<file path="config.mk">
export PLATFORM = sky130hd
export DESIGN_NAME = ifm_load_ctrl
export DESIGN_NICKNAME = d
export VERILOG_FILES = /design/src/rtl/ifm_load_pkg.sv /design/src/rtl/ifm_load_addr_gen.sv /design/src/rtl/ifm_load_ctrl.sv
export SDC_FILE = /design/constraint.sdc
export NUM_CORES = 1
export LEC_CHECK = 0
export BUFFER_PORTS_ARGS = -buffer_cell sky130_fd_sc_hd__buf_4
export CAP_MARGIN = 5
export CORE_MARGIN = 8
export CORE_UTILIZATION = 30
export DETAILED_ROUTE_END_ITERATION = 7
export PLACE_DENSITY = 0.54
export SETUP_SLACK_MARGIN = 0.2
export SYNTH_ARGS = -nofsm -noshare
export SYNTH_HDL_FRONTEND = slang
export SYNTH_SLANG_ARGS = --single-unit
</file>
<file path="constraint.sdc">
create_clock -name clk -period 3 [get_ports clk]
set_clock_uncertainty 0.05 [all_clocks]
set_input_delay 0.3 -clock clk [delete_from_list [all_inputs] [get_ports clk]]
set_output_delay 0.3 -clock clk [all_outputs]
set_load 0.1 [all_outputs]
</file>
<file path="src/rtl/ifm_load_pkg.sv">
// Shared types for the IFM load sequencer: FSM state encoding and the
// element-index width helper used by the top and the address generator.
package ifm_load_pkg;

  typedef enum logic [2:0] {
    IDLE  = 3'd0,
    FETCH = 3'd1,
    DRAIN = 3'd2,
    HOLD  = 3'd3,
    FIN   = 3'd4
  } state_e;

  // Element index width for the default row of 16 buffers.
  localparam int unsigned DEF_NUM_PE = 16;
  localparam int unsigned ELEM_W     = $clog2(DEF_NUM_PE);

  // Element index width for an arbitrary row size (NUM_PE >= 2).
  function automatic int unsigned elem_width(input int unsigned num_pe);
    return (num_pe < 2) ? 1 : $clog2(num_pe);
  endfunction

endpackage

</file>
<file path="src/rtl/ifm_load_addr_gen.sv">
// SRAM address generator for the IFM load sequencer. Holds the base address
// of the current vector and the element index within it; the read address is
// their sum, wrapping modulo 2^ADDR_WIDTH. The stride is captured at job start.
module ifm_load_addr_gen #(
  parameter int ADDR_WIDTH = 16,
  parameter int NUM_PE     = 16,
  parameter int ELEM_W     = 4
) (
  input  logic                  clk,
  input  logic                  rst_n,
  input  logic                  load_i,      // job start: take base/stride, elem=0
  input  logic                  step_i,      // one element fetched
  input  logic                  next_vec_i,  // advance to the next vector
  input  logic [ADDR_WIDTH-1:0] base_i,
  input  logic [ADDR_WIDTH-1:0] stride_i,
  output logic [ELEM_W-1:0]     elem_o,
  output logic                  last_o,
  output logic [ADDR_WIDTH-1:0] addr_o
);

  logic [ADDR_WIDTH-1:0] vec_base_q, vec_base_d;
  logic [ADDR_WIDTH-1:0] stride_q, stride_d;
  logic [ELEM_W-1:0]     elem_q, elem_d;

  assign last_o = (elem_q == ELEM_W'(NUM_PE - 1));
  assign elem_o = elem_q;
  assign addr_o = vec_base_q + ADDR_WIDTH'(elem_q);

  // Next-state selection for vector base, stride and element index.
  always_comb begin
    // NOTE: every variable gets a default first so no path leaves it unassigned (no latch).
    vec_base_d = vec_base_q;
    stride_d   = stride_q;
    elem_d     = elem_q;
    if (load_i) begin
      vec_base_d = base_i;
      stride_d   = stride_i;
      elem_d     = '0;
    end else if (next_vec_i) begin
      vec_base_d = vec_base_q + stride_q;
      elem_d     = '0;
    end else if (step_i) begin
      elem_d     = last_o ? '0 : elem_q + ELEM_W'(1);
    end
  end

  // Address state registers.
  always_ff @(posedge clk or negedge rst_n) begin
    // NOTE: sequential state uses non-blocking assignments so all flops update together.
    if (!rst_n) begin
      vec_base_q <= '0;
      stride_q   <= '0;
      elem_q     <= '0;
    end else begin
      vec_base_q <= vec_base_d;
      stride_q   <= stride_d;
      elem_q     <= elem_d;
    end
  end

endmodule

</file>
<file path="src/rtl/ifm_load_ctrl.sv">
// IFM load sequencer: fetches one vector of NUM_PE words per job step from the
// IFM SRAM (one read per cycle), writes each word into its buffer register one
// cycle later via a one-hot strobe, then holds vec_valid until the PE array
// accepts it. Optional zero padding of partial vectors: IFM_LOAD_ZPAD_EN.
module ifm_load_ctrl
  import ifm_load_pkg::*;
#(
  parameter int DATA_WIDTH = 8,
  parameter int NUM_PE     = 16,
  parameter int ADDR_WIDTH = 16,
  parameter int CNT_WIDTH  = 12
) (
  input  logic                         clk,
  input  logic                         rst_n,
  input  logic                         start,
  input  logic [ADDR_WIDTH-1:0]        cfg_base_addr,
  input  logic [ADDR_WIDTH-1:0]        cfg_stride,
  input  logic [CNT_WIDTH-1:0]         cfg_num_vec,
  input  logic [$clog2(NUM_PE+1)-1:0]  cfg_valid_len,
  output logic                         mem_rd_en,
  output logic [ADDR_WIDTH-1:0]        mem_addr,
  input  logic [DATA_WIDTH-1:0]        mem_rd_data,
  output logic [NUM_PE-1:0]            set_ifm,
  output logic [DATA_WIDTH-1:0]        ifm_data,
  output logic                         vec_valid,
  input  logic                         vec_ready,
  output logic                         busy,
  output logic                         done
);

  localparam int ELEM_BITS = elem_width(NUM_PE);
  localparam int VL_W      = $clog2(NUM_PE + 1);

  state_e                 state_q;
  logic [CNT_WIDTH-1:0]   vec_cnt_q;
  logic [CNT_WIDTH-1:0]   num_vec_q;
  logic [NUM_PE-1:0]      set_ifm_q;   // write-back strobe, one cycle behind the read
  logic                   wb_zero_q;   // write-back slot carries padding, not SRAM data
  logic [ELEM_BITS-1:0]   elem;
  logic                   elem_last;
  logic                   elem_in_range;
  logic                   job_load;
  logic                   handshake;
  logic                   last_vec;

  assign job_load  = (state_q == IDLE) && start;
  assign handshake = (state_q == HOLD) && vec_ready;
  assign last_vec  = (vec_cnt_q == num_vec_q - CNT_WIDTH'(1));

  ifm_load_addr_gen #(
    .ADDR_WIDTH (ADDR_WIDTH),
    .NUM_PE     (NUM_PE),
    .ELEM_W     (ELEM_BITS)
  ) u_addr_gen (
    .clk        (clk),
    .rst_n      (rst_n),
    .load_i     (job_load),
    .step_i     (state_q == FETCH),
    .next_vec_i (handshake && !last_vec),
    .base_i     (cfg_base_addr),
    .stride_i   (cfg_stride),
    .elem_o     (elem),
    .last_o     (elem_last),
    .addr_o     (mem_addr)
  );

`ifdef IFM_LOAD_ZPAD_EN
  logic [VL_W-1:0] valid_len_q;

  // Capture the per-vector element count at job start, clamped to the row size.
  always_ff @(posedge clk or negedge rst_n) begin
    if (!rst_n) begin
      valid_len_q <= '0;
    end else if (job_load) begin
      valid_len_q <= (cfg_valid_len > VL_W'(NUM_PE)) ? VL_W'(NUM_PE) : cfg_valid_len;
    end
  end

  assign elem_in_range = (VL_W'(elem) < valid_len_q);
`else
  logic unused_cfg_valid_len;
  assign unused_cfg_valid_len = ^cfg_valid_len;
  assign elem_in_range        = 1'b1;
`endif

  // Job FSM, vector counter and write-back alignment of strobes.
  always_ff @(posedge clk or negedge rst_n) begin
    if (!rst_n) begin
      state_q   <= IDLE;
      vec_cnt_q <= '0;
      num_vec_q <= '0;
      set_ifm_q <= '0;
      wb_zero_q <= 1'b0;
    end else begin
      set_ifm_q <= '0;
      wb_zero_q <= 1'b0;
      case (state_q)
        IDLE: begin
          if (start) begin
            num_vec_q <= cfg_num_vec;
            vec_cnt_q <= '0;
            state_q   <= (cfg_num_vec == '0) ? FIN : FETCH;
          end
        end
        FETCH: begin
          set_ifm_q <= NUM_PE'(1) << elem;
          wb_zero_q <= !elem_in_range;
          if (elem_last) state_q <= DRAIN;
        end
        DRAIN: state_q <= HOLD;
        HOLD: begin
          if (vec_ready) begin
            if (last_vec) begin
              state_q <= FIN;
            end else begin
              vec_cnt_q <= vec_cnt_q + CNT_WIDTH'(1);
              state_q   <= FETCH;
            end
          end
        end
        FIN:     state_q <= IDLE;
        default: state_q <= IDLE;
      endcase
    end
  end

  assign mem_rd_en = (state_q == FETCH) && elem_in_range;
  assign set_ifm   = set_ifm_q;
  assign ifm_data  = (|set_ifm_q && !wb_zero_q) ? mem_rd_data : '0;
  assign vec_valid = (state_q == HOLD);
  assign busy      = (state_q != IDLE);
  assign done      = (state_q == FIN);

endmodule

</file>
* Yosys cells after proc, flatten, opt, wreduce, memory -nomap -nowiden
Cells that the tools add are included.
Storage, ports and cells: flip-flop bits (word level) 79, output and inout port bits 44
Cells by class: add/subtract/negate cells 5, eq/ne operators 10, shifts and indexed selects 1, mux-type cells 18, reduce and logical (&&, ||, !) cells 14
Operators with widths (number):
- two-way mux 16 bit | 3
- two-way mux 12 bit | 3
- case mux 12 bit (2 select lines) | 1
- adder 16 bit | 1
- adder 16 x 4 -> 16 bit | 1
- two-way mux 4 bit | 4
- OR reduction 16 bit | 1
- left shift 1 x 4 -> 16 bit (first input constant) | 1
- two-way mux 3 bit | 5
- adder 12 x 1 -> 12 bit (second input constant) | 1
- equality test 12 bit | 1
- logical NOT 12 bit | 1
- case mux 3 bit (4 select lines) | 1
- subtractor 12 x 1 -> 12 bit (second input constant) | 1
- two-way mux 8 bit | 1
- equality test 3 x 2 -> 1 bit (second input constant) | 2
- nonzero test 3 bit | 2
- adder 4 x 1 -> 4 bit (second input constant) | 1
- equality test 4 bit (second input constant) | 1
- inequality test 2 x 1 -> 1 bit (second input constant) | 2
- inequality test 2 bit (second input constant) | 2
- AND reduction 4 bit | 1
- nonzero test 2 bit | 2
- equality test 3 x 1 -> 1 bit (second input constant) | 1
- 6 further kinds | 8

* Logic depth before layout (Yosys ltp)
Gate-level depths: netlist of run 1.
depth in word-level cells 6, mapped depth 12, depth with buffers taken out 11

* Modules after synthesis
A second synthesis of run 1 with hierarchy kept.
Unflattened totals: cells, all modules 547, area, all modules 5028.6 um^2
Modules (own cells, without submodules):
- ifm_load_addr_gen | times used 1, cells an instance 285, area each 2663.8 um^2, sequential area each 900.9 um^2
- ifm_load_ctrl | times used 1, cells an instance 262, area each 2364.8 um^2, sequential area each 1076.0 um^2

* Least setup slack after synthesis of run 1
No wires, ideal clock.
path type register to output, from reg u_addr_gen.elem_q[0] (netlist: u_addr_gen.elem_o[0]), to out mem_addr[10], arrival 3.347 ns, data required time 2.650 ns, path slack -0.697 ns, stages on the path, launching flop included 12, path through dfrtp_1 ha_1 inv_1 fa_1 nor2b_1 o21ai_0 nand2b_1 and3_1 nand4_1 inv_1 nand2_1 xnor2_1
On the way: cells in the longest elaborated chain, start to end 1
Ends and longest elaborated chain:
- start: declaration | RTL line ifm_load_addr_gen.sv:23 | logic [ELEM_W-1:0] elem_q, elem_d;
- start signal: assignment | RTL line ifm_load_addr_gen.sv:57 | elem_q <= elem_d;
- adder 16 x 4 -> 16 bit | RTL line ifm_load_addr_gen.sv:27 | assign addr_o = vec_base_q + ADDR_WIDTH'(elem_q);
- end: declaration | RTL line ifm_load_ctrl.sv:21 | output logic [ADDR_WIDTH-1:0] mem_addr,
Every way passes these cells.

* Final worst setup path of run 1
from reg u_addr_gen.elem_q[0] (netlist: u_addr_gen.elem_o[0]), to out mem_addr[14]
Same word-level chain as after synthesis.

==> results of run 1 <==
-- final timing paths --
path / slack, ns / cells past startpoint / end
worst min-delay path: 0.08 / 1 / u_addr_gen.stride_q[5]$_DFFE_PN0P_
worst max-delay path: 0.04 / 11 / mem_addr[14]
max in group asynchronous: 2.10 / 1 / num_vec_q[3]$_DFFE_PN0P_
worst max register to register: 0.30 / 10 / vec_cnt_q[11]$_DFFE_PN0P_
worst min register to register: 0.44 / 2 / u_addr_gen.stride_q[13]$_DFFE_PN0P_
min in group clk: 0.09 / 3 / u_addr_gen.stride_q[2]$_DFFE_PN0P_
-- state kept, by name, summed over array words and instances (netlist names) --
register and flops:
num_vec_q 12, set_ifm 16, state_q 3, u_addr_gen.elem_o 4, u_addr_gen.stride_q 16, u_addr_gen.vec_base_q 16, vec_cnt_q 12
-- area by class of cell --
type	count	area [sq um]	area share, %
Clock inverter	6	68.8	0.990
Clock buffer	10	239	3.44
Timing Repair Buffer	138	1240	17.9
Inverter	20	75.1	1.08
Multi-Input combinational cell	454	3070	44.1
Tap cell	220	275	3.96
Sequential cell	79	1980	28.5
-- critical path: stages, from the launching register on --
cell and delay [ns]:
dfrtp_1 0.36, ha_2 0.19, inv_2 0.04, fa_2 0.33, nor2b_1 0.13, o21ai_1 0.08, nand2b_1 0.12, and3_4 0.19
nand4_1 0.20, nor2_2 0.26, xnor2_4 0.16, buf_12 0.20
-- cell families (layout without fill, tap and decap cells) --
family | Yosys count | count (layout) | share of synthesized area, %
AO/OA/AOI/OAI | 95 | 95 | 12.5
XOR/XNOR | 42 | 42 | 7.37
adder cells (fa/ha/maj) | 29 | 29 | 7.57
buffers and inverters | 45 | 174 | 4.36
flip-flops | 79 | 79 | 39.6
multiplexers | 5 | 5 | 1.10
AND/OR/NAND/NOR | 283 | 283 | 27.5
-- metal layers --
metal | global-route usage, % | vias to the layer above | wire [um]
met2 | 22.6 | 121 | 6770
met5 | 0 | - | 0
met4 | 5.73 | 0 | 406
li1 | - | 2247 | -
met1 | 16.0 | 2193 | 6460
met3 | 4.29 | 27 | 915
-- per-stage QoR --
step | hold slack (ns) | worst slack [ns] | area [sq um]
after floorplan | -0.0456 | -0.107 | 5120
after global placement | 0.427 | 0.121 | 6110
after detailed placement | 0.426 | -0.0617 | 6110
after CTS | 0.0757 | -0.0131 | 6670
after global routing | 0.0954 | -0.108 | 6950
final | 0.0804 | 0.0387 | 6950
-- layout by cell type (no fill, tap or decap), types with 4 or more instances in the layout --
cell / n
a21o_1: 5
xor2_1: 4
buf_12: 10
nand2_1: 119
xnor2_2: 4
nand4_1: 11
dfrtp_2: 4
o21ai_0: 15
a31oi_1: 11
nor4_1: 10
and2_1: 15
xnor2_1: 27
ha_1: 24
buf_4: 114
inv_2: 5
nor2_1: 45
and3_1: 16
nor3_1: 10
nand3_1: 13
mux2i_1: 4
inv_1: 15
a21oi_1: 29
nand2b_1: 4
buf_6: 11
xnor2_4: 4
dfrtp_1: 75
clkbuf_16: 11
-- what timing repair did --
action	in CTS	in global routing
hold buffers	0	0
pin swaps	9	9
endpoints found under the setup margin	42	39
resized for setup	42	38
buffers inserted	13	11
gates cloned	0	2
hold endpoints to repair	0	0
==> run summary, run 1 <==
DR pass1 iterations: 4
Finished Layout Cells: 927
Largest net degree at the start of global routing: 80
Clock sink count: 79
Routability Congestion: 0.873
Post-Syn Area per Cell: 8.64 sq um
RSZ-0062 raised after global routing: true
Async S/R FF share, synth: 100%
Synthesized Nets: 668
Setup TNS: 0 ns
# DRC: 0
Clock-pin slew on the worst setup and hold paths: 0.06 ns
CTS tree: done
Top FF cell, synth: dfrtp_1
Ys Warns: 0
CP Launch Type: flip-flop
Antenna violations before repair: 0
Die H: 145 um
Core Rows: 47
Nets: 792
Via/cell ratio: 4.95
Routed vias: 4,588
Min cycle time layout: 2.96 ns
Wire per inst: 15.7 um
Global route total overflow: 0
FF-to-FF Start: num_vec_q[3]$_DFFE_PN0P_
Commonest cells in the synthesized netlist: nand2_1 (122), dfrtp_1 (79), nor2_1 (48), xnor2_1 (35), a21oi_1 (32)
Register area share after synthesis: 39.6%
Synth top area share: 39.6%
Initial DRC count: 169
Global-route wire length before repair: 23,600 um
Area of the core: 16,400 sq um
WP data required: 2.65 ns
Arrival time worst endpoint: 2.61 ns
Top-count cell post-synth: nand2_1
Post-Place Cells: 885
DP Wirelength: 10,600 um
Worst slew margin: 32.0%
Die ar.: 21,000 sq um
Clk buf depth: 2
FMAX: 0.338 GHz
Post-Synthesis Cells: 578
Yosys cell types: 59
Largest cells by area after synthesis: dfrtp_1 (40%), nand2_1 (9.2%), ha_1 (6.8%)
# diodes: 0
Slew Viols, Final: 0
Worst hold path type: input port to async pin
Final hold viol count: 0
Area leader, netlist: dfrtp_1
DRT Wirelength: 14,600 um
Layout cells sized above 1: 30.1%
Critical path origin: u_addr_gen.elem_o[0]$_DFFE_PN0P_
Area growth from synthesis to layout: 39.3%
EDFF count, synth: 0
H-tree depth: 3
Status: finished clean
Seq cells post-synth: 79
Crit path max fanout: 2
Die Wd: 145 um
Final core utilization: 42.4%
CP Capture Type: primary output
WS Path Type: flip-flop to primary output
IO Pins: 105
# port buffers: 99
Tot GR Track Use: 13.6%
Worst slew pin tran: 1.02 ns
# setup viols final: 0
Inserted Clock Buffers: 9
Clock latency on the worst-skew pair: 0.35 ns
Antenna Nets Post-Route: 0
Final period utilization: 98.7%
Fill cells: 1,614
Vias in the first global route: 4,708
Synthesized cell area: 4990 sq um
Initial Utilization: 30.4%
Clock Tree Root: clkbuf_16
Maxcap violations: 0
Power of run 1 is left out: the tool's default activity adds up to more than one toggle a clock period on the data nets, which glitch-free logic cannot reach.
==> run 2, diff against run 1 <==
CAP_MARGIN = 10   (was 5)
SYNTH_HIERARCHICAL = 1   (was unset)
==> run summary, run 2 <==
Crit path max fanout: 5
Final period utilization: 94.1%
Routability Congestion: 0.835
Min cycle time layout: 2.82 ns
Tot GR Track Use: 13.8%
Status: finished clean
Maxcap violations: 0
FF-to-FF Start: num_vec_q[0]$_DFFE_PN0P_
Register area share after synthesis: 39.3%
WS Path Type: flip-flop to flip-flop
GRT Max-Usage Layer: met2
WP data required: 3.18 ns
Area leader, netlist: dfrtp_1
Core Rows: 47
Vias in the first global route: 4,695
Synthesized cell area: 5030 sq um
Initial Utilization: 30.5%
Slew Viols, Final: 0
Initial DRC count: 221
Global-route wire length before repair: 24,200 um
Fill cells: 1,651
Sequential Area: 1980 sq um
Wire per inst: 16.0 um
Via/cell ratio: 5.14
DRT Wirelength: 14,200 um
Worst slew pin tran: 1.04 ns
Critical path origin: num_vec_q[0]$_DFFE_PN0P_
Synth top area share: 39.3%
FMAX: 0.354 GHz
Antenna violations before repair: 0
CP Launch Type: flip-flop
Die H: 145 um
Post-Synthesis Cells: 547
Clock sink count: 79
Post-Place Cells: 863
Die ar.: 21,200 sq um
Clock Tree Root: clkbuf_16
Top-count cell post-synth: dfrtp_1
Seq cells post-synth: 79
Ys Warns: 6
Commonest non-fill, non-tap cell in the layout: buf_4
Clock latency on the worst-skew pair: 0.34 ns
# port buffers: 99
Cell area after layout: 6880 sq um
# setup viols final: 0
Area of the core: 16,500 sq um
Finished Layout Cells: 888
Top FF cell, synth: dfrtp_1
Clk buf depth: 2
Global route total overflow: 0
Final hold viol count: 0
Die Wd: 145 um
CP Capture Type: flip-flop
IO Pins: 105
Post-Syn Area per Cell: 9.19 sq um
GR Util met1: 17.1%
Hold Buf Count CTS: 0
Met2 GRT Util: 23.0%
Largest cells by area after synthesis: dfrtp_1 (39%), ha_1 (5.5%), nand2_1 (5.3%)
Layout cells sized above 1: 33.1%
# DRC: 0
Placed cell area: 6300 sq um
RSZ-0062 raised after global routing: true
Synthesized Nets: 632
H-tree depth: 3
# diodes: 0
Global-route track usage on met3: 2.64%
Antenna Nets Post-Route: 0
DR pass1 iterations: 5
Async S/R FF share, synth: 100%
Routed vias: 4,560
Inserted Clock Buffers: 9
Worst hold path type: input port to async pin
EDFF count, synth: 0
Largest net degree at the start of global routing: 80
Yosys cell types: 62
Commonest cells in the synthesized netlist: dfrtp_1 (79), nand2_1 (71), nor2_1 (37), o21ai_0 (29), xnor2_1 (24)
DP Wirelength: 10,700 um
Nets: 749
Final core utilization: 41.8%
CTS tree: done
Clock-pin slew on the worst setup and hold paths: 0.07 ns
Area growth from synthesis to layout: 36.8%
Worst slew margin: 31.0%
Arrival time worst endpoint: 3.00 ns
Multi-input logic area: 3190 sq um
Most frequent cells in the layout: buf_4 (119), dfrtp_1 (76), nand2_1 (70)
run 2: stage by stage:
| step | setup TNS, ns | setup slack (ns) | hold slack [ns] |
|---|---|---|---|
| global placement | 0 | 0.0784 | 0.441 |
| CTS | 0 | 0.206 | 0.0977 |
| finish | 0 | 0.178 | 0.0978 |
| detailed placement | 0 | 0.0466 | 0.447 |
| floorplan | -0.517 | -0.334 | -0.0456 |
| global route | 0 | 0.0932 | 0.115 |
run 2: critical path: stages, from the launching register on:
cell and delay, ns:
dfrtp_1 0.39, or4_4 0.55, o21a_1 0.21, or4_1 0.40
and3_4 0.19, nor4_4 0.25, nor2_4 0.12, mux2_2 0.29
mux2_2 0.26
run 2: timing repair:
item                                    CTS  global route
cloned                                    0             0
buffers inserted                          4             6
pin swaps                                 6            10
endpoints found under the setup margin   31            39
resized for setup                        26            23
run 2: layout make-up:
type	count	share of cell area, %
sequential	79	28.8
multi-input combinational	425	46.4
tap	220	4.00
inverter	18	0.982
clock inverter	6	1.00
clock buffer	9	3.27
timing repair buffer	131	15.6
run 2: routing by layer:
| layer | routed length [um] | share of wire [%] | up-vias |
|---|---|---|---|
| li1 | - | - | 2202 |
| met5 | 0 | 0 | - |
| met4 | 303 | 2.1 | 0 |
| met2 | 7010 | 49 | 109 |
| met3 | 540 | 3.8 | 21 |
| met1 | 6340 | 45 | 2228 |
run 2: final timing paths:
path                                                          to  slack [ns]  depth (start not counted)
max                        u_addr_gen/vec_base_q[10]$_DFFE_PN0P_        0.18                          8
min                          u_addr_gen/stride_q[11]$_DFFE_PN0P_         0.1                          1
max reg2reg                u_addr_gen/vec_base_q[10]$_DFFE_PN0P_        0.18                          8
min reg2reg                            num_vec_q[11]$_DFFE_PN0P_        0.45                          2
max in group asynchronous   u_addr_gen/vec_base_q[6]$_DFFE_PN0P_        2.09                          1
min in group clk                        num_vec_q[7]$_DFFE_PN0P_        0.11                          3
run 2: logic make-up (layout without fill, tap and decap cells):
kind of cell / Yosys count / count (layout) / share of synthesized area, %
adders and majority gates: 24 / 24 / 6.27
xor gates and xnor gates: 39 / 39 / 6.79
AOI/OAI and AO/OA: 104 / 104 / 13.4
muxes: 36 / 36 / 7.66
DFF: 79 / 79 / 39.3
and+or+nand+nor: 222 / 222 / 22.8
buffers and inverters: 43 / 164 / 3.71
Power of run 2 is left out for the same reason.
